File: src/rtl/board_pkg.sv
// rtl/board_pkg.sv - shared board geometry and sequencer state encoding
package board_pkg;

  localparam int ROWS   = 20;
  localparam int COLS   = 10;
  localparam int LINE_W = 10;

  localparam logic [COLS-1:0] ROW_FULL = {COLS{1'b1}};

  typedef logic [3:0] state_t;

  localparam logic [3:0] ST_CLEAR   = 4'd0;
  localparam logic [3:0] ST_IDLE    = 4'd1;
  localparam logic [3:0] ST_MRG_RD  = 4'd2;
  localparam logic [3:0] ST_MRG_WR  = 4'd3;
  localparam logic [3:0] ST_SCN_RD  = 4'd4;
  localparam logic [3:0] ST_SCN_CHK = 4'd5;
  localparam logic [3:0] ST_SH_RD   = 4'd6;
  localparam logic [3:0] ST_SH_WR   = 4'd7;
  localparam logic [3:0] ST_SH_TOP  = 4'd8;
  localparam logic [3:0] ST_DONE    = 4'd9;

endpackage

File: src/rtl/piece_row_mask.sv
// rtl/piece_row_mask.sv - maps one 4-wide piece row onto a board row word
module piece_row_mask
  import board_pkg::*;
#(
  parameter int ROWS = board_pkg::ROWS,
  parameter int COLS = board_pkg::COLS
) (
  input  logic [15:0]     set_space,
  input  logic [1:0]      i,
  input  logic [4:0]      set_row,
  input  logic [3:0]      set_col,
  output logic [COLS-1:0] mask,
  output logic [4:0]      row,
  output logic            row_valid
);

  logic [3:0] bits;
  logic [4:0] col [4];

  // Anchor sits at piece cell (2,2); offsets wrap in 5 bits so anything left
  // of / below the board lands at a large value and falls out of range.
  always_comb begin
    bits      = set_space[{i, 2'b00} +: 4];
    row       = set_row + {3'b000, i} - 5'd2;
    row_valid = (row < 5'(ROWS));
    mask      = '0;
    for (int j = 0; j < 4; j++) begin
      col[j] = {1'b0, set_col} + 5'(j) - 5'd2;
    end
    for (int j = 0; j < 4; j++) begin
      for (int c = 0; c < COLS; c++) begin
        if (bits[j] && (col[j] == 5'(c))) begin
          mask[c] = 1'b1;
        end
      end
    end
  end

endmodule

File: src/rtl/board_commit_sequencer.sv
// rtl/board_commit_sequencer.sv - merges locked pieces, clears full lines, owns board writes
module board_commit_sequencer
  import board_pkg::*;
#(
  parameter int ROWS   = board_pkg::ROWS,
  parameter int COLS   = board_pkg::COLS,
  parameter int LINE_W = board_pkg::LINE_W
) (
  input  logic              refreshClock,
  input  logic              reset,
  input  logic              setSignal,
  input  logic [15:0]       set_space,
  input  logic [4:0]        setRow,
  input  logic [3:0]        setCol,
  input  logic [4:0]        probe_row,
  output logic [4:0]        mem_rd_row,
  input  logic [COLS-1:0]   mem_rd_data,
  output logic              mem_wr_en,
  output logic [4:0]        mem_wr_row,
  output logic [COLS-1:0]   mem_wr_data,
  output logic              busy,
  output logic [2:0]        lines_cleared,
  output logic              done,
  output logic [LINE_W-1:0] lines_total,
  output logic              overrun
);

  localparam logic [COLS-1:0] FULL = {COLS{1'b1}};

  state_t      state;
  logic        rst_q;
  logic [4:0]  clr_row;
  logic [1:0]  idx;
  logic [4:0]  scan_row;
  logic [4:0]  shift_row;
  logic [2:0]  clear_cnt;
  logic [15:0] p_space;
  logic [4:0]  p_row;
  logic [3:0]  p_col;

  logic [COLS-1:0] mask;
  logic [4:0]      brd_row;
  logic            row_valid;

  piece_row_mask #(.ROWS(ROWS), .COLS(COLS)) u_mask (
    .set_space (p_space),
    .i         (idx),
    .set_row   (p_row),
    .set_col   (p_col),
    .mask      (mask),
    .row       (brd_row),
    .row_valid (row_valid)
  );

  // Sequencer state, piece latch and line statistics.
  always_ff @(posedge refreshClock) begin
    if (reset) begin
      state         <= ST_CLEAR;
      rst_q         <= 1'b1;
      clr_row       <= '0;
      idx           <= '0;
      scan_row      <= '0;
      shift_row     <= '0;
      clear_cnt     <= '0;
      p_space       <= '0;
      p_row         <= '0;
      p_col         <= '0;
      lines_cleared <= '0;
      lines_total   <= '0;
      overrun       <= 1'b0;
    end else begin
      rst_q <= 1'b0;
      if (setSignal && (state != ST_IDLE)) begin
        overrun <= 1'b1;
      end
      case (state)
        ST_CLEAR: begin
          // First cycle out of reset writes nothing, so hold the row there.
          if (!rst_q) begin
            if (clr_row == 5'(ROWS - 1)) begin
              state <= ST_IDLE;
            end else begin
              clr_row <= clr_row + 5'd1;
            end
          end
        end
        ST_IDLE: begin
          if (setSignal) begin
            p_space <= set_space;
            p_row   <= setRow;
            p_col   <= setCol;
            idx     <= '0;
            state   <= ST_MRG_RD;
          end
        end
        ST_MRG_RD: state <= ST_MRG_WR;
        ST_MRG_WR: begin
          if (idx == 2'd3) begin
            scan_row  <= '0;
            clear_cnt <= '0;
            state     <= ST_SCN_RD;
          end else begin
            idx   <= idx + 2'd1;
            state <= ST_MRG_RD;
          end
        end
        ST_SCN_RD: state <= ST_SCN_CHK;
        ST_SCN_CHK: begin
          if (mem_rd_data == FULL) begin
            clear_cnt <= clear_cnt + 3'd1;
            shift_row <= scan_row;
            // A full top row has nothing above it to pull down.
            state     <= (scan_row == 5'(ROWS - 1)) ? ST_SH_TOP : ST_SH_RD;
          end else if (scan_row == 5'(ROWS - 1)) begin
            lines_cleared <= clear_cnt;
            lines_total   <= lines_total + LINE_W'(clear_cnt);
            state         <= ST_DONE;
          end else begin
            scan_row <= scan_row + 5'd1;
            state    <= ST_SCN_RD;
          end
        end
        ST_SH_RD: state <= ST_SH_WR;
        ST_SH_WR: begin
          if (shift_row == 5'(ROWS - 2)) begin
            state <= ST_SH_TOP;
          end else begin
            shift_row <= shift_row + 5'd1;
            state     <= ST_SH_RD;
          end
        end
        ST_SH_TOP: state <= ST_SCN_RD;
        ST_DONE:   state <= ST_IDLE;
        default:   state <= ST_CLEAR;
      endcase
    end
  end

  // Read-port arbitration: the game controller's probe owns it only while idle.
  always_comb begin
    case (state)
      ST_MRG_RD: mem_rd_row = brd_row;
      ST_SCN_RD: mem_rd_row = scan_row;
      ST_SH_RD:  mem_rd_row = shift_row + 5'd1;
      default:   mem_rd_row = probe_row;
    endcase
  end

  // Board write port, driven in the cycle the write belongs to.
  always_comb begin
    mem_wr_en   = 1'b0;
    mem_wr_row  = '0;
    mem_wr_data = '0;
    case (state)
      ST_CLEAR: begin
        mem_wr_en  = !rst_q;
        mem_wr_row = clr_row;
      end
      ST_MRG_WR: begin
        mem_wr_en   = row_valid && (mask != '0);
        mem_wr_row  = brd_row;
        mem_wr_data = mem_rd_data | mask;
      end
      ST_SH_WR: begin
        mem_wr_en   = 1'b1;
        mem_wr_row  = shift_row;
        mem_wr_data = mem_rd_data;
      end
      ST_SH_TOP: begin
        mem_wr_en  = 1'b1;
        mem_wr_row = 5'(ROWS - 1);
      end
      default: ;
    endcase
  end

  // Status strobes derived from state.
  always_comb begin
    busy = (state != ST_IDLE);
    done = (state == ST_DONE);
  end

endmodule

File: config.mk
export PLATFORM = sky130hd
export DESIGN_NAME = board_commit_sequencer
export DESIGN_NICKNAME = d
export VERILOG_FILES = /design/src/rtl/board_pkg.sv /design/src/rtl/piece_row_mask.sv /design/src/rtl/board_commit_sequencer.sv
export SDC_FILE = /design/constraint.sdc
export NUM_CORES = 1
export LEC_CHECK = 0
export CAP_MARGIN = 30
export CORE_UTILIZATION = 42
export DETAILED_ROUTE_END_ITERATION = 7
export PLACE_DENSITY = 0.66
export SYNTH_ARGS = -nofsm -noshare
export SYNTH_HDL_FRONTEND = slang
export SYNTH_SLANG_ARGS = --single-unit
File: constraint.sdc
create_clock -name refreshClock -period 2.7 [get_ports refreshClock]
set_input_delay 0.405 -clock refreshClock [delete_from_list [all_inputs] [get_ports refreshClock]]
set_output_delay 0.405 -clock refreshClock [all_outputs]
set_load 0.05 [all_outputs]
# Word-level counts from Yosys, hierarchy flattened
# Index checks and enable logic that the tools add are counted.
# W data, S select, Z words.
[word_totals]
ff_bits = 64
elab_cells = 222
n_memories = 0
mem_bits_rw = 0
mem_bits_ro = 0
latch_bits = 0
[op_classes]
muxes = 67
add_sub_neg = 15
reduce_logical = 61
n_bitwise = 4
n_eq_ne = 60
div = 0
shifts = 1
n_lt_le_gt_ge = 1
multipliers = 0
[op_table]
columns = ["operator", "n"]
rows = [
  ["$eq A5 B3 Y1 const B", 16],
  ["$logic_and A1 B1 Y1", 42],
  ["$mux W1", 41],
  ["$eq A5 B2 Y1 const B", 8],
  ["$eq A5 B4 Y1 const B", 8],
  ["$pmux W4 S10", 1],
  ["$mux W4", 7],
  ["$mux W5", 5],
  ["$eq A5 B1 Y1 const B", 4],
  ["$logic_not A5 Y1", 4],
  ["$pmux W10 S2", 1],
  ["$pmux W5 S2", 2],
  ["$pmux W5 S4", 1],
  ["$sub A5 B2 Y5 const B", 4],
  ["$ne A2 B2 Y1 const B", 9],
  ["$reduce_and A3 Y1", 6],
  ["$eq A4 B3 Y1 const B", 4],
  ["$shiftx A16 B5 Y4", 1],
  ["$add A5 B1 Y5 const B", 3],
  ["$eq A5 B5 Y1 const B", 3],
  ["$pmux W5 S3", 1],
  ["$add A10 B3 Y10", 1],
  ["$add A4 B2 Y5 const B", 2],
  ["$eq A10 B10 Y1 const B", 1],
  ["other kinds (25)", 34],
]

# Depth between registers and ports, before layout
# Gate-level depths: netlist of run 1.
[depth]
ltp_word = 10
mapped_depth = 11
mapped_depth_nobuf = 11

# By module
# From an unflattened synthesis of run 1, not the netlist that was laid out.
[unflattened]
cells_unflattened = 551
hier_area_um2 = 4271.6
[by_module_without_submodules]
columns = ["module", "area_each_um2", "n_inst", "cells_each"]
rows = [
  ["board_commit_sequencer", 3487.1, 1, 449],
  ["piece_row_mask", 784.5, 1, 102],
]

# Worst setup path before layout of run 1
# OpenSTA, ideal clock, no wires.
[synth_path]
kind = "reg-to-output"
start = "reg p_col[2]"
end = "out mem_wr_data[7]"
t_required_ns = 2.295
path_buffers = 2
path_stages_with_launch = 10
t_arrival_ns = 3.096
path_slack_ns = -0.801
path_cell_list = "dfxtp_1 > clkbuf_1 > inv_1 > ha_1 > clkbuf_1 > or3b_2 > a21oi_1 > nand3_1 > and3_1 > o21ai_0"
[synth_between]
elab_chain_len = 9
word_cells_on_any_way = 21
[synth_rtl]
columns = ["element", "line", "text"]
rows = [
  ["start: declaration", "board_commit_sequencer.sv:39", "logic [3:0] p_col;"],
  ["start signal: assignment", "board_commit_sequencer.sv:91", "p_col <= setCol;"],
  ["$add A4 B1 Y5 / $sub A4 B2 Y5 (equally long branches)", "piece_row_mask.sv:28", "col[j] = {1'b0, set_col} + 5'(j) - 5'd2;"],
  ["$sub A5 B2 Y5 / $eq A5 B3 Y1 (equally long branches)", "piece_row_mask.sv:28, piece_row_mask.sv:32", ""],
  ["$eq A5 B3 Y1 / $logic_and A1 B1 Y1 (equally long branches)", "piece_row_mask.sv:32", "if (bits[j] && (col[j] == 5'(c))) begin"],
  ["$logic_and A1 B1 Y1 / $mux W1 (equally long branches)", "piece_row_mask.sv:32", ""],
  ["$mux W1 (2 in series)", "piece_row_mask.sv:32", ""],
  ["$mux W1 *", "piece_row_mask.sv:32", ""],
  ["$or A10 B10 Y10 *", "board_commit_sequencer.sv:162", "mem_wr_data = mem_rd_data | mask;"],
  ["$pmux W10 S2 *", "board_commit_sequencer.sv:154", "case (state)"],
  ["end: declaration", "board_commit_sequencer.sv:20", "output logic [COLS-1:0] mem_wr_data,"],
]
# Every way passes the cells marked *; elsewhere a longest branch is shown, timed or not.

# Final worst setup path of run 1
[layout_path]
start = "reg idx[0]"
end = "out mem_wr_en"
[layout_between]
elab_chain_len = 9
word_cells_on_any_way = 87
[layout_rtl]
columns = ["element", "line", "text"]
rows = [
  ["start: declaration", "board_commit_sequencer.sv:33", "logic [1:0] idx;"],
  ["start signal: assignment", "board_commit_sequencer.sv:103", "idx <= idx + 2'd1;"],
  ["parallel branches: the longest is 7 deep, another holds $add A5 B2 Y5", "n/a", ""],
  ["$logic_and A1 B1 Y1 *", "board_commit_sequencer.sv:160", "mem_wr_en = row_valid && (mask != '0);"],
  ["$pmux W1 S3 *", "board_commit_sequencer.sv:154", ""],
  ["end: declaration", "board_commit_sequencer.sv:18", "output logic mem_wr_en,"],
]
# Mark *: on every way between the ends.

==> results of run 1 <==
## cells in the mapped netlist, types with 4 or more instances
library cell	n	area [um^2]
a211oi_1	5	37.54
a21oi_1	54	270.3
a22oi_1	5	37.54
and2_1	6	37.54
and3_1	5	31.28
clkbuf_1	28	105.1
dfxtp_1	64	1281
ha_1	17	212.7
inv_1	26	97.59
mux2i_1	12	120.1
mux4_2	4	90.09
nand2_1	84	315.3
nand3_1	15	75.07
nand4_1	15	93.84
nor2_1	54	202.7
nor2b_1	10	62.56
nor3_1	10	50.05
o21ai_0	12	60.06
o221ai_1	4	35.03
o22ai_1	5	31.28
xnor2_1	11	96.34
xor2_1	16	140.1
## repair_timing
item | CTS | global route
resized for setup | 48 | 43
pin swaps | 20 | 22
buffers inserted | 5 | 11
setup endpoints to repair | 17 | 17
## layout make-up
| class | instances | share of cell area |
|---|---|---|
| multi-input cells | 420 | 0.4865 |
| repair buffers | 147 | 0.2400 |
| clock buffers | 10 | 0.02159 |
| flip-flops and latches | 64 | 0.2029 |
| clock inverters | 6 | 0.006672 |
| inverters | 27 | 0.01629 |
| well taps | 133 | 0.02610 |
## tightest hold or removal path: stages, from the launching register on
cell,delay [ns]
dfxtp_2,0.32
nand2_1,0.05
a21oi_1,0.05
## sequential cells by signal (all words and copies together) (netlist names)
name           cells
p_space           16
lines_total       10
clr_row            5
p_row              5
scan_row           5
shift_row          5
p_col              4
state              4
clear_cnt          3
lines_cleared      3
idx                2
overrun            1
rst_q              1
## per-layer routing
metal,vias to the layer above,share of wire,track usage
met5,-,0,0
met4,0,0.016,0.07363
met3,18,0.053,0.04514
met2,155,0.46,0.4058
met1,2158,0.47,0.3659
li1,2183,-,-
## stage by stage
stage | setup slack [ns] | instances | hold slack [ns] | instance area [um^2]
global placement | -0.2861 | 777 | 0.4478 | 5660
CTS | -0.3620 | 798 | 0.4412 | 6097
floorplan | -0.06107 | 547 | 0.4327 | 4310
finish | -0.4001 | 807 | 0.4528 | 6376
detailed placement | -0.2977 | 777 | 0.4489 | 5660
global route | -0.5186 | 807 | 0.4556 | 6376
## worst paths after layout
| path | from | to | depth (start not counted) |
|---|---|---|---|
| setup / recovery | idx[0] | mem_wr_en | 7 |
| hold / removal | p_row[1] | p_row[1] | 2 |
| setup reg to reg | state[1] | lines_cleared[1] | 7 |
| hold reg to reg | p_row[1] | p_row[1] | 2 |
## cells by family after synthesis
family / after synthesis
AOI/OAI and AO/OA: 127
xor gates and xnor gates: 27
adders and majority gates: 19
buffers and inverters: 63
DFF: 64
muxes: 16
and+or+nand+nor: 231
## power by group through the flow
stage	sequential [mW]	combinational [mW]	clock, mW
final	0.996	0.638	0.762
after global routing	0.999	0.680	0.819
after CTS	0.994	0.603	0.777
after detailed placement	1.02	0.563	0
after global placement	1.02	0.560	0
after floorplan	1.01	0.322	0
==> results.cfg, run 1 <==
[yosys]
ys_ff_latch = 64
ys_types = 71
synth-simple-area-share = 0.2696
syn_avg_cell_area_um2 = 7.686
synth_top_family_by_area = simple AND/OR/NAND/NOR gates
synth_warnings = 0
async_flop_share = 0
synth_area_um2 = 4204
synth_ff_type = dfxtp_1
synth-compound-area-share = 0.1961
ys_seq_area_frac = 0.3048
synth_nets = 609
synth-xor-area-share = 0.05625
muxShareOfSynthArea = 0.05000
netlist_instances = 547
synth-edff-count = 0
synthAdderAreaFrac = 0.06012

[power]
swShare = 0.3235
p_leak_nw = 2.339
p_switching_uw = 775.1
clkPwrFrac = 0.318
power.total_mw = 2.396
cell_internal_pwr_mw = 1.621
peakVddDrop_mv = 0.4304
p_per_area_nw_per_um2 = 375.8
seqPwrFrac = 0.416
comb_power_share = 0.266

[routing]
wl_um = 13460
viasPerCell = 5.594
drc = 0
wl_per_cell_um = 16.68
via_count = 4514
first_pass_iters = 5
first_iter_violations = 229
ant_nets = 0

[timing]
setup_ws_ns = -0.4001
grt_setup_unrepaired = yes
fmax_ghz = 0.3226
setup_tns_ns = -1.433
hold_violations = 0
period_minus_slack_ns = 3.100
fin_crit_sh = 1.148
finalMaxSlewViolations = 0
setup_viol = 10
fin_skew_ns = 0.01252
worstMarginPinSlew_ns = 0.7114
maxSlewHeadroom = 0.5244

[place]
dp_hpwl_um = 9765
gp_congestion = 0.9065
numPortBuffers = 79

[worst_setup_path]
cp_max_fo = 5
worst-r2r-setup-slack_ns = 0.41
critical_path_class = register to output pin
path_cells = mux4_2 -> and2_4 -> a221oi_4 -> o2111ai_2 -> nor4_4 -> a41oi_4 -> buf_6
max_stage_delay_ns = 0.59
cp_slowest_cell = mux4_2
critPathLaunchType = register
crit_required_ns = 2.30
path_delay_family = compound AO/OA/AOI/OAI gates
endpoint_kind = output pin
path_buf_inv = 1
cp.arrival_ns = 2.70

[cells_and_area]
nets = 731
drive_above_1_share = 0.2804
synthToLayoutAreaGrowth_pct = 51.67
antenna_cells = 0
layout_common_cells = nand2_1, dfxtp_1, buf_4
final_util = 0.6554
seqCellArea_um2 = 1294
fillers = 834
multi_input_comb_area_um2 = 3102
final_common_cell = nand2_1

[global_route]
grt_antenna_before_repair = 0
grt_pass1_wl_um = 20750
grt_pass1_vias = 4095
grt-ovfl-total = 0
grt_max_degree = 65
grt_usage = 0.2593

[cts]
cts_root_buffer = clkbuf_8
clk_latency_ns = 0.35
clock-sinks = 64
cts.path.max_buffers = 2
hold_buffers = 0
clk_pin_slew_ns = 0.07
cts_tree = built
numCtsBuffers = 9
cts.htree.levels = 3

[die]
core-area_um2 = 9729
io_pins = 80
die_w_um = 102.0
die_y_um = 102.0
start_util = 0.4321
die-area_um2 = 10410
num_rows = 36

[flow_run]
cap_violations = 0

[min_path]
min_path_type = register to register

[status]
violations = setup timing
status = finished with violations
Note: power is estimated with default switching activity, not from simulation.
==> inputs of run 2 (changes only) <==
--- a/config.mk
+++ b/config.mk
@@ -5,10 +5,12 @@
 export SDC_FILE = /design/constraint.sdc
 export NUM_CORES = 1
 export LEC_CHECK = 0
+export ABC_CLOCK_PERIOD_IN_PS = 2700
 export CAP_MARGIN = 30
 export CORE_UTILIZATION = 42
 export DETAILED_ROUTE_END_ITERATION = 7
 export PLACE_DENSITY = 0.66
+export SKIP_LAST_GASP = 1
 export SYNTH_ARGS = -nofsm -noshare
 export SYNTH_HDL_FRONTEND = slang
 export SYNTH_SLANG_ARGS = --single-unit
==> results.cfg, run 2 (synthesis results as in run 1) <==
[routing]
wl_um = 13400
viasPerCell = 5.592
wl_per_cell_um = 16.61
dr_wl_met2_um = 6150
first_iter_violations = 231
first_pass_iters = 5
drc = 0
top_layer_used = met4
via_count = 4513
ant_nets = 0
drt-met1-wl_um = 6310
met3_length_um = 710

[flow_run]
cap_violations = 0

[worst_setup_path]
crit_required_ns = 2.30
endpoint_kind = output pin
cp_max_fo = 5
cp.arrival_ns = 2.70
worst-r2r-setup-slack_ns = 0.43
critPathLaunchType = register
critical_path_class = register to output pin

[cells_and_area]
top_regs = p_space: 16 flops, lines_total: 10 flops
seqCellArea_um2 = 1294
nets = 731
fillers = 837
layout_common_cells = nand2_1, dfxtp_1, buf_4
antenna_cells = 0
multi_input_comb_area_um2 = 3085
top_register = p_space
final_util = 0.6533
drive_above_1_share = 0.2745
final_area_um2 = 6356
synthToLayoutAreaGrowth_pct = 51.19
largest_register_ffs = 16
final_common_cell = nand2_1

[min_path]
min_path_type = register to register

[cts]
cts_root_buffer = clkbuf_8
clk_pin_slew_ns = 0.07
clock-sinks = 64
numCtsBuffers = 9
clk_latency_ns = 0.35
cts.htree.levels = 3
cts.path.max_buffers = 2
cts_tree = built
hold_buffers = 0

[die]
die_w_um = 102.0
io_pins = 80
num_rows = 36
die-area_um2 = 10410
core-area_um2 = 9729
start_util = 0.4321
die_y_um = 102.0

[timing]
worstMarginPinSlew_ns = 0.6935
finalMaxSlewViolations = 0
period_minus_slack_ns = 3.104
setup_ws_ns = -0.4042
fin_skew_ns = 0.01236
hold_violations = 0
setup_viol = 10
grt_setup_unrepaired = yes
maxSlewHeadroom = 0.5364
setup_tns_ns = -1.408
fin_crit_sh = 1.150
fmax_ghz = 0.3221

[global_route]
grt_max_degree = 65
grt-ovfl-total = 0
grt_usage = 0.2589
grt_pass1_vias = 4099
grt_pass1_wl_um = 20730
grt_antenna_before_repair = 0

[place]
placed_area_um2 = 5660
numPortBuffers = 79
gp_congestion = 0.9065
post-place-ws_ns = -0.2977
dp_hpwl_um = 9765

[power]
peakVddDrop_mv = 0.4310
p_leak_nw = 2.340
power.total_mw = 2.391
p_per_area_nw_per_um2 = 376.2

[status]
violations = setup timing
status = finished with violations
## run 2: cell counts in the layout (fill, tap and decap cells not counted)
No cell type changed its count.
## run 2: final timing paths
| check | from | end | cells past startpoint |
|---|---|---|---|
| setup / recovery | idx[0] | mem_wr_en | 7 |
| hold / removal | p_row[1] | p_row[1] | 2 |
| setup reg to reg | state[1] | lines_cleared[1] | 7 |
| hold reg to reg | p_row[1] | p_row[1] | 2 |
## run 2: metal layers
layer | GRT usage | up-vias
met4 | 0.07363 | 0
met2 | 0.4068 | 145
met3 | 0.04514 | 18
met1 | 0.3638 | 2165
li1 | - | 2185
met5 | 0 | -
## run 2: cell type report
class                      count  share of cell area
timing repair buffer         147              0.2402
multi-input combinational    420              0.4854
clock inverter                 6            0.006693
sequential                    64              0.2035
clock buffer                  10             0.02165
inverter                      27             0.01634
tap                          133             0.02618
## run 2: worst max-delay path: stages, from the launching register on
cell and delay (ns):
dfxtp_4 0.39, mux4_2 0.58, and2_4 0.22, a221oi_4 0.32
o2111ai_2 0.17, nor4_4 0.35, a41oi_4 0.15, buf_6 0.17
## run 2: timing repair
item                       4_1_cts  5_1_grt
buffers inserted                 5       11
hold endpoints to repair         0        0
resized for setup               45       41
pin swaps                       20       22
setup endpoints to repair       17       17
gates cloned                     0        0
## run 2: stage by stage
step / hold WS [ns] / instances
final: 0.4528 / 807
after global routing: 0.4556 / 807
after CTS: 0.4412 / 798
after detailed placement: 0.4489 / 777
after global placement: 0.4478 / 777
after floorplan: 0.4327 / 547
## run 2: report_power, final
part | internal [mW] | switching [mW]
registers | 0.969 | 0.0263
logic | 0.292 | 0.344
clock network | 0.359 | 0.401
==> inputs of run 3 (changes only) <==
--- a/config.mk
+++ b/config.mk
@@ -8,6 +8,7 @@
 export ABC_CLOCK_PERIOD_IN_PS = 2700
 export CAP_MARGIN = 30
 export CORE_UTILIZATION = 42
+export CTS_CLUSTER_DIAMETER = 100
 export DETAILED_ROUTE_END_ITERATION = 7
 export PLACE_DENSITY = 0.66
 export SKIP_LAST_GASP = 1
==> results of run 3 <==
No change in the layout: final DEF, timing and power equal those of run 2.
